File: src/rtl/bsk_prm_writer_if.sv
// Asynchronous 16-bit processor bus of the BSK PRM command/indication block.
// The sequencer is the master: it drives address, chip select, strobes and
// write data. The PRM side (or a bus model) returns read data on iD.
interface bsk_prm_writer_if;
  logic [1:0]  oA;
  logic [3:0]  oCS;
  logic        oWr;
  logic        oRd;
  logic [15:0] oD;
  logic        oDOe;
  logic [15:0] iD;

  modport master (
    output oA, oCS, oWr, oRd, oD, oDOe,
    input  iD
  );

  modport slave (
    input  oA, oCS, oWr, oRd, oD, oDOe,
    output iD
  );
endinterface

File: src/rtl/bsk_prm_writer.sv
// BSK PRM bus-master sequencer.
// One start request runs six bus accesses in a fixed order:
//   W00 (low command byte), W01 (high command byte), W10 (indication),
//   W11 (enable/disable key), R00 (command test inputs), R11 (status).
// Command bytes are sent in the PRM nibble/complement format.
// All bus outputs are registered so the strobes are glitch-free; they are
// loaded from the decode of the next state, so a registered output always
// matches the state the FSM is in during that cycle.
//
// state    | meaning
// ---------+-------------------------------------------------------------
// S_IDLE   | bus idle, waiting for iStart
// S_SETUP  | CS/address/data driven, strobe high (T_SETUP cycles)
// S_STROBE | oWr or oRd low (T_PULSE cycles); reads sample iD on the last edge
// S_HOLD   | strobe high, CS/address/data unchanged (T_HOLD cycles)
// S_GAP    | one cycle of idle bus values between accesses
// S_DONE   | one-cycle completion pulse, then back to S_IDLE
module bsk_prm_writer #(
  parameter logic [3:0]  CS       = 4'b0111,
  parameter logic [7:0]  PASSWORD = 8'hA6,
  parameter logic [5:0]  VERSION  = 6'h24,
  parameter logic [7:0]  EN_KEY   = 8'hE1,
  parameter logic [7:0]  DIS_KEY  = 8'h11,
  parameter int unsigned T_SETUP  = 1,
  parameter int unsigned T_PULSE  = 2,
  parameter int unsigned T_HOLD   = 1
) (
  input  logic                    iClk,
  input  logic                    iRes,
  input  logic                    iStart,
  input  logic [15:0]             iCom,
  input  logic [15:0]             iInd,
  input  logic                    iEnable,
  output logic                    oBusy,
  output logic                    oDone,
  output logic [15:0]             oComT,
  output logic [15:0]             oStat,
  output logic                    oVerOk,
  bsk_prm_writer_if.master        bus
);

  typedef enum logic [2:0] {
    S_IDLE,
    S_SETUP,
    S_STROBE,
    S_HOLD,
    S_GAP,
    S_DONE
  } state_t;

  // Phase timers count down to zero; the load value is the length minus one.
  localparam logic [3:0] LP_SETUP_TC = 4'(T_SETUP - 1);
  localparam logic [3:0] LP_PULSE_TC = 4'(T_PULSE - 1);
  localparam logic [3:0] LP_HOLD_TC  = 4'(T_HOLD - 1);
  localparam logic [2:0] LP_LAST_IDX = 3'd5;

  state_t      r_state;
  logic [2:0]  r_idx;
  logic [3:0]  r_cnt;
  logic [15:0] r_com;
  logic [15:0] r_ind;
  logic        r_en;
  logic [15:0] r_comt;
  logic [15:0] r_stat;
  logic        r_verok;

  logic [1:0]  r_a;
  logic [3:0]  r_cs;
  logic        r_wr;
  logic        r_rd;
  logic [15:0] r_d;
  logic        r_doe;
  logic        r_busy;
  logic        r_done;

  state_t      w_state_nxt;
  logic [2:0]  w_idx_nxt;
  logic [3:0]  w_cnt_nxt;
  logic        w_latch;
  logic        w_sample;
  logic        w_rd_cur;

  logic [15:0] w_com_nxt;
  logic [15:0] w_ind_nxt;
  logic        w_en_nxt;

  logic        w_act_nxt;
  logic        w_wr_acc_nxt;
  logic [1:0]  w_addr_nxt;
  logic [15:0] w_wdata_nxt;

  // PRM command register format: each nibble followed by its complement.
  function automatic logic [15:0] f_enc(input logic [7:0] c);
    return {c[7:4], ~c[7:4], c[3:0], ~c[3:0]};
  endfunction

  assign w_rd_cur  = (r_idx >= 3'd4);
  assign w_com_nxt = w_latch ? iCom    : r_com;
  assign w_ind_nxt = w_latch ? iInd    : r_ind;
  assign w_en_nxt  = w_latch ? iEnable : r_en;

  // Next-state, access index and phase timer.
  always_comb begin
    w_state_nxt = r_state;
    w_idx_nxt   = r_idx;
    w_cnt_nxt   = r_cnt;
    w_latch     = 1'b0;
    w_sample    = 1'b0;
    unique case (r_state)
      S_IDLE: begin
        if (iStart) begin
          w_state_nxt = S_SETUP;
          w_idx_nxt   = 3'd0;
          w_cnt_nxt   = LP_SETUP_TC;
          w_latch     = 1'b1;
        end
      end
      S_SETUP: begin
        if (r_cnt == 4'd0) begin
          w_state_nxt = S_STROBE;
          w_cnt_nxt   = LP_PULSE_TC;
        end else begin
          w_cnt_nxt = r_cnt - 4'd1;
        end
      end
      S_STROBE: begin
        if (r_cnt == 4'd0) begin
          w_state_nxt = S_HOLD;
          w_cnt_nxt   = LP_HOLD_TC;
          w_sample    = w_rd_cur;
        end else begin
          w_cnt_nxt = r_cnt - 4'd1;
        end
      end
      S_HOLD: begin
        if (r_cnt == 4'd0) begin
          w_state_nxt = S_GAP;
        end else begin
          w_cnt_nxt = r_cnt - 4'd1;
        end
      end
      S_GAP: begin
        if (r_idx == LP_LAST_IDX) begin
          w_state_nxt = S_DONE;
          w_idx_nxt   = 3'd0;
        end else begin
          w_state_nxt = S_SETUP;
          w_idx_nxt   = r_idx + 3'd1;
          w_cnt_nxt   = LP_SETUP_TC;
        end
      end
      S_DONE: begin
        w_state_nxt = S_IDLE;
      end
      default: begin
        w_state_nxt = S_IDLE;
        w_idx_nxt   = 3'd0;
      end
    endcase
  end

  // Address and write data of the access selected by the next index.
  always_comb begin
    w_addr_nxt  = 2'b00;
    w_wdata_nxt = 16'h0000;
    unique case (w_idx_nxt)
      3'd0: begin w_addr_nxt = 2'b00; w_wdata_nxt = f_enc(w_com_nxt[7:0]);  end
      3'd1: begin w_addr_nxt = 2'b01; w_wdata_nxt = f_enc(w_com_nxt[15:8]); end
      3'd2: begin w_addr_nxt = 2'b10; w_wdata_nxt = w_ind_nxt;              end
      3'd3: begin w_addr_nxt = 2'b11; w_wdata_nxt = {8'h00, w_en_nxt ? EN_KEY : DIS_KEY}; end
      3'd4: begin w_addr_nxt = 2'b00; end
      3'd5: begin w_addr_nxt = 2'b11; end
      default: begin w_addr_nxt = 2'b00; end
    endcase
  end

  assign w_act_nxt    = (w_state_nxt == S_SETUP) || (w_state_nxt == S_STROBE) ||
                        (w_state_nxt == S_HOLD);
  assign w_wr_acc_nxt = (w_idx_nxt < 3'd4);

  // FSM state, access index and phase timer.
  always_ff @(posedge iClk) begin
    if (!iRes) begin
      r_state <= S_IDLE;
      r_idx   <= 3'd0;
      r_cnt   <= 4'd0;
    end else begin
      r_state <= w_state_nxt;
      r_idx   <= w_idx_nxt;
      r_cnt   <= w_cnt_nxt;
    end
  end

  // Capture the request inputs once, on the accepted start.
  always_ff @(posedge iClk) begin
    if (!iRes) begin
      r_com <= 16'h0000;
      r_ind <= 16'h0000;
      r_en  <= 1'b0;
    end else if (w_latch) begin
      r_com <= iCom;
      r_ind <= iInd;
      r_en  <= iEnable;
    end
  end

  // Readback results; each register keeps its value until its next read.
  always_ff @(posedge iClk) begin
    if (!iRes) begin
      r_comt  <= 16'h0000;
      r_stat  <= 16'h0000;
      r_verok <= 1'b0;
    end else if (w_sample) begin
      if (r_idx == 3'd4) begin
        r_comt <= bus.iD;
      end else begin
        r_stat  <= bus.iD;
        r_verok <= (bus.iD == {PASSWORD, VERSION, 1'b1, r_en});
      end
    end
  end

  // Registered bus and status outputs, decoded from the next state.
  always_ff @(posedge iClk) begin
    if (!iRes) begin
      r_a    <= 2'b00;
      r_cs   <= ~CS;
      r_wr   <= 1'b1;
      r_rd   <= 1'b1;
      r_d    <= 16'h0000;
      r_doe  <= 1'b0;
      r_busy <= 1'b0;
      r_done <= 1'b0;
    end else begin
      r_a    <= w_act_nxt ? w_addr_nxt : 2'b00;
      r_cs   <= w_act_nxt ? CS : ~CS;
      r_wr   <= !((w_state_nxt == S_STROBE) && w_wr_acc_nxt);
      r_rd   <= !((w_state_nxt == S_STROBE) && !w_wr_acc_nxt);
      r_d    <= (w_act_nxt && w_wr_acc_nxt) ? w_wdata_nxt : 16'h0000;
      r_doe  <= w_act_nxt && w_wr_acc_nxt;
      r_busy <= w_act_nxt || (w_state_nxt == S_GAP);
      r_done <= (w_state_nxt == S_DONE);
    end
  end

  assign bus.oA   = r_a;
  assign bus.oCS  = r_cs;
  assign bus.oWr  = r_wr;
  assign bus.oRd  = r_rd;
  assign bus.oD   = r_d;
  assign bus.oDOe = r_doe;
  assign oBusy    = r_busy;
  assign oDone    = r_done;
  assign oComT    = r_comt;
  assign oStat    = r_stat;
  assign oVerOk   = r_verok;

endmodule

File: src/flat_wrapper.sv
// flat-port wrapper written by rule: the top's interface ports become plain ports
module bsk_prm_writer_flat 
#(
  parameter logic [3:0]  CS       = 4'b0111,
  parameter logic [7:0]  PASSWORD = 8'hA6,
  parameter logic [5:0]  VERSION  = 6'h24,
  parameter logic [7:0]  EN_KEY   = 8'hE1,
  parameter logic [7:0]  DIS_KEY  = 8'h11,
  parameter int unsigned T_SETUP  = 1,
  parameter int unsigned T_PULSE  = 2,
  parameter int unsigned T_HOLD   = 1
)
  (iClk, iRes, iStart, iCom, iInd, iEnable, oBusy, oDone, oComT, oStat, oVerOk, bus_oA, bus_oCS, bus_oWr, bus_oRd, bus_oD, bus_oDOe, bus_iD);
  bsk_prm_writer_if bus_i ();
  input  logic iClk;
  input  logic iRes;
  input  logic iStart;
  input  logic [15:0] iCom;
  input  logic [15:0] iInd;
  input  logic iEnable;
  output logic oBusy;
  output logic oDone;
  output logic [15:0] oComT;
  output logic [15:0] oStat;
  output logic oVerOk;
  output wire logic [$bits(bus_i.oA)-1:0] bus_oA;
  output wire logic [$bits(bus_i.oCS)-1:0] bus_oCS;
  output wire logic [$bits(bus_i.oWr)-1:0] bus_oWr;
  output wire logic [$bits(bus_i.oRd)-1:0] bus_oRd;
  output wire logic [$bits(bus_i.oD)-1:0] bus_oD;
  output wire logic [$bits(bus_i.oDOe)-1:0] bus_oDOe;
  input wire logic [$bits(bus_i.iD)-1:0] bus_iD;
  assign bus_oA = bus_i.oA;
  assign bus_oCS = bus_i.oCS;
  assign bus_oWr = bus_i.oWr;
  assign bus_oRd = bus_i.oRd;
  assign bus_oD = bus_i.oD;
  assign bus_oDOe = bus_i.oDOe;
  assign bus_i.iD = bus_iD;
  bsk_prm_writer #(.CS(CS), .PASSWORD(PASSWORD), .VERSION(VERSION), .EN_KEY(EN_KEY), .DIS_KEY(DIS_KEY), .T_SETUP(T_SETUP), .T_PULSE(T_PULSE), .T_HOLD(T_HOLD)) u_core (.iClk(iClk), .iRes(iRes), .iStart(iStart), .iCom(iCom), .iInd(iInd), .iEnable(iEnable), .oBusy(oBusy), .oDone(oDone), .oComT(oComT), .oStat(oStat), .oVerOk(oVerOk), .bus(bus_i));
endmodule
File: config.mk
export PLATFORM = sky130hd
export DESIGN_NAME = bsk_prm_writer_flat
export DESIGN_NICKNAME = d
export VERILOG_FILES = /design/src/rtl/bsk_prm_writer_if.sv /design/src/rtl/bsk_prm_writer.sv /design/src/flat_wrapper.sv
export SDC_FILE = /design/constraint.sdc
export NUM_CORES = 1
export LEC_CHECK = 0
export BUFFER_PORTS_ARGS = -buffer_cell sky130_fd_sc_hd__buf_2
export CAP_MARGIN = 10
export CORE_MARGIN = 1
export CORE_UTILIZATION = 29
export CTS_CLUSTER_SIZE = 16
export DETAILED_ROUTE_END_ITERATION = 16
export PLACE_DENSITY = 0.48
export SKIP_LAST_GASP = 1
export SLEW_MARGIN = 20
export SYNTH_ARGS = -nofsm -noshare
export SYNTH_HDL_FRONTEND = slang
export SYNTH_SLANG_ARGS = --single-unit
File: constraint.sdc
create_clock -name iClk -period 2.4 [get_ports iClk]
set_input_delay 0.12 -clock iClk [delete_from_list [all_inputs] [get_ports iClk]]
set_output_delay 0.12 -clock iClk [all_outputs]
set_load 0.005 [all_outputs]
==> summary.md <==
| Metric | Value |
|---|---|
| Outcome | `finished, violations left` |
| Failing checks | `design-rule violations` |
| F_max | `468 MHz` |
| Post-detailed-route DRC marker count | `7` |
| Total of max-cap violations | `0` |
| Number of global-route vias before repair | `3731` |
| TNS Setup | `0 ns` |
| TritonRoute pass-1 iters | `11` |
| Endpoints failing hold | `0` |
| Port Buffer Count | `111` |
| Period utilization | `88.9%` |
| Drt total wl | `11600 µm` |
| Hold path startpoint | `iCom[14]` |
| Crit-path max FO | `15` |
| Syn Nets | `546` |
| Power density cells | `852 mW/mm²` |
| Finished Core Util | `37.0%` |
| Worst vdd ir | `0.312 mV` |
| Die area | `0.0158 mm²` |
| Die X | `126 µm` |
| Area growth syn-to-layout | `22.9%` |
| Flop2flop setup slack | `0.27 ns` |
| Cell Area, Synth | `0.00442 mm²` |
| Required @ worst endpoint | `2.65 ns` |
| Hold crit path type | `input pin to flop` |
| Final hold slack | `0.0216 ns` |
| Global-route usage over all layers | `15.4%` |
| Filler cells | `1551` |
| CTS Buf Count | `9` |
| Seq/Total Area, Yosys | `45.7%` |
| Share of the synthesized area in the top cell type | `45.7%` |
| Detailed placer's ending HPWL | `8400 µm` |
| CP Data Arrival Time | `2.38 ns` |
| CP endpoint kind | `flop` |
| Syn Inst Count | `492` |
| Starting DRC count in detailed routing | `171` |
| CTS resizes | `0` |
| Dpl cell area | `0.00512 mm²` |
| Gr ovfl total | `0` |
| Avg Cell Area, Syn | `8.99 µm²` |
| Cell area after layout | `0.00544 mm²` |
| P_sw | `1.41 mW` |
| Int Power | `3.22 mW` |
| Worst reg2reg endpoint | `u_core.bus.oD[6]` |
| Sw frac | `30.4%` |
| Die H | `126 µm` |
| Crit path buffers/inverters | `0` |
| Core ar. | `0.0147 mm²` |
| Crit path time final | `2.13 ns` |
| Initial antenna violation count | `0` |
| RSZ-0062 raised after global routing | `false` |
| Hold path depth | `3` |
| Syn. warnings | `0` |
| Clk sinks | `101` |
| Measured slew at the worst slew-check pin | `0.545 ns` |
| RR Startpoint | `u_core.r_state[2]` |
| Antenna Cells | `0` |
| Crit path kind | `flop to flop` |
| Worst path max stage delay | `0.67 ns` |
| Top cells by area, synth | `dfxtp_1 46%, nand2_1 9.8%, a21boi_0 8.1%` |
| First-pass GRT wire length | `19000 µm` |
| Sequential share of power | `42.7%` |
| CTS Buffer Depth | `2` |
| Post-synth top area cell | `dfxtp_1` |
| Critical path's slowest cell | `dfxtp_1` |
| Setup bufs post-CTS | `0` |
| Worst-skew pair later-pin latency | `0.35 ns` |
| H-tree depth | `3` |
| I/O pin count | `112` |
| Clk_skew | `0.00929 ns` |
| Core Rows | `44` |
| Worst Hold End | `u_core.r_com[14]` |
| Post-synthesis async set-or-reset flop share | `0%` |
| Share of cells above drive strength 1 | `27.7%` |
| # setup viols final | `0` |
| Synth Register Bits | `101` |
| Final net count | `652` |
| DR WL/cell | `14.8 µm` |
| Hold_buf cts | `0` |
| Fraction of power consumed by the clock network | `33.1%` |
| Pin count of the biggest net entering global routing | `62` |
| Routability cong. | `0.798` |
| R2R depth | `5` |
| Routed Antenna Nets | `0` |
| Crit start category | `flop` |
| Vias per cell | `4.73` |
| Root Buffer Master | `clkbuf_16` |
| Post-synth EDFFs | `0` |
| Leak | `2.24 nW` |
| Worst-path clk slew | `0.07 ns` |
| Via count | `3724` |
| Slew HR | `63.6%` |
| Cells along the critical path | `or4b_4 > o211a_2 > nor2_1 > a2111oi_0 > o21a_1` |
| Comb power frac | `24.2%` |
| Synth unique cells | `57` |
| CTS tree | `yes` |
| Final Max Slew Viols | `0` |
| Ys flop type | `dfxtp_1` |
| Initial core utilization | `30.1%` |
| Cell family with most CP delay | `simple AND/OR/NAND/NOR gates` |
[per-stage QoR]
| stage | cells | total power, mW | setup slack, ns |
|---|---|---|---|
| floorplan | 492 | 2.82 | 0.496 |
| global placement | 771 | 3.14 | 0.321 |
| detailed placement | 771 | 3.15 | 0.279 |
| CTS | 787 | 4.70 | 0.255 |
| global route | 787 | 4.90 | 0.0806 |
| finish | 787 | 4.63 | 0.265 |
[cell usage after synthesis (3+ instances only)]
cell type	n
nor2_1	29
a21boi_0	48
nand3b_1	3
a21oi_1	9
nor3_2	3
buf_4	4
nor4_1	4
or3_1	6
nand3_1	4
o31ai_1	3
mux2i_1	16
dfxtp_1	101
nand2_1	116
a211oi_2	4
o21a_1	9
o21ai_0	8
a21boi_1	10
and2_1	5
nand4_1	3
nor3_1	14
inv_1	8
buf_2	5
clkbuf_1	14
nand2b_1	3
a2111oi_0	3
nor2b_1	15
buf_6	8
[cells in the final DEF (no fill, tap or decap), types with 2 or more instances in the layout]
cell type and count:
a2111oi_0 3, a211oi_1 2, a211oi_2 4, a21boi_0 48, a21boi_1 10, a21oi_1 9
a22oi_1 2, and2_1 5, buf_2 111, buf_4 16, clkbuf_16 9, clkbuf_8 2
clkinvlp_4 2, dfxtp_1 101, ha_1 2, inv_1 8, mux2i_1 16, nand2_1 116
nand2b_1 3, nand3_1 4, nand3b_1 3, nand4_1 3, nand4b_1 2, nor2_1 29
nor2_2 2, nor2b_1 15, nor3_1 14, nor3_2 3, nor4_1 4, nor4b_4 2
o21a_1 9, o21ai_0 8, o31ai_1 3, or3_1 6, or4b_4 2
[metal layers]
layer | GRT usage (%) | part of all wire [%] | up-vias
li1 | - | - | 1892
met1 | 19.9 | 47 | 1741
met3 | 3.64 | 4.5 | 10
met5 | 0 | 0 | -
met4 | 5.31 | 1.1 | 0
met2 | 25.0 | 47 | 81
[kinds of logic after synthesis]
logic type / Yosys count / share of synthesized area, %
mux: 17 / 4.13
fa+ha+maj: 2 / 0.566
flops: 101 / 45.7
compound gates: 104 / 17.9
simple gates: 226 / 26.0
xor+xnor: 1 / 0.198
buf+inv: 41 / 5.46
[registers in the layout (all words and copies together) (netlist names)]
signal and count:
u_core.bus.oA 2, u_core.bus.oCS 2, u_core.bus.oD 16, u_core.bus.oDOe 1, u_core.bus.oRd 1, u_core.bus.oWr 1
u_core.oBusy 1, u_core.oComT 16, u_core.oDone 1, u_core.oStat 16, u_core.oVerOk 1, u_core.r_cnt 4
u_core.r_com 16, u_core.r_en 1, u_core.r_idx 3, u_core.r_ind 16, u_core.r_state 3
[tightest hold or removal path: cells and delay by family]
kind	cells	cell delay, ns
compound gates	1	0.06
buf+inv	1	0.09
simple gates	1	0.05
[cell type report]
class	count	area [µm²]	share of cell area, %
Clock inverter	4	53.8	0.990
Timing Repair Buffer	127	676	12.4
Multi-Input combinational cell	350	2160	39.8
Sequential cell	101	2020	37.2
Tap cell	184	230	4.24
Clock buffer	12	256	4.72
Inverter	9	36.3	0.668
[worst max path at each step]
stage	depth (start not counted)	endpoint	start
2_1_floorplan	9	u_core.bus.oD[15]	u_core.r_cnt[0]
3_3_place_gp	8	u_core.bus.oD[8]	u_core.r_cnt[0]
3_5_place_dp	8	u_core.bus.oD[9]	u_core.r_cnt[0]
4_1_cts	8	u_core.bus.oD[9]	u_core.r_cnt[0]
5_1_grt	6	u_core.bus.oD[6]	u_core.r_state[2]
6_report	5	u_core.bus.oD[6]	u_core.r_state[2]
[power groups by stage]
stage               clock [mW]  combinational, mW  sequential [mW]
floorplan                    0              0.841             1.98
global placement             0               1.12             2.02
detailed placement           0               1.13             2.02
CTS                       1.58               1.14             1.98
global route              1.64               1.26             2.00
finish                    1.53               1.12             1.98
No activity file was read; power rests on OpenSTA's default activity.
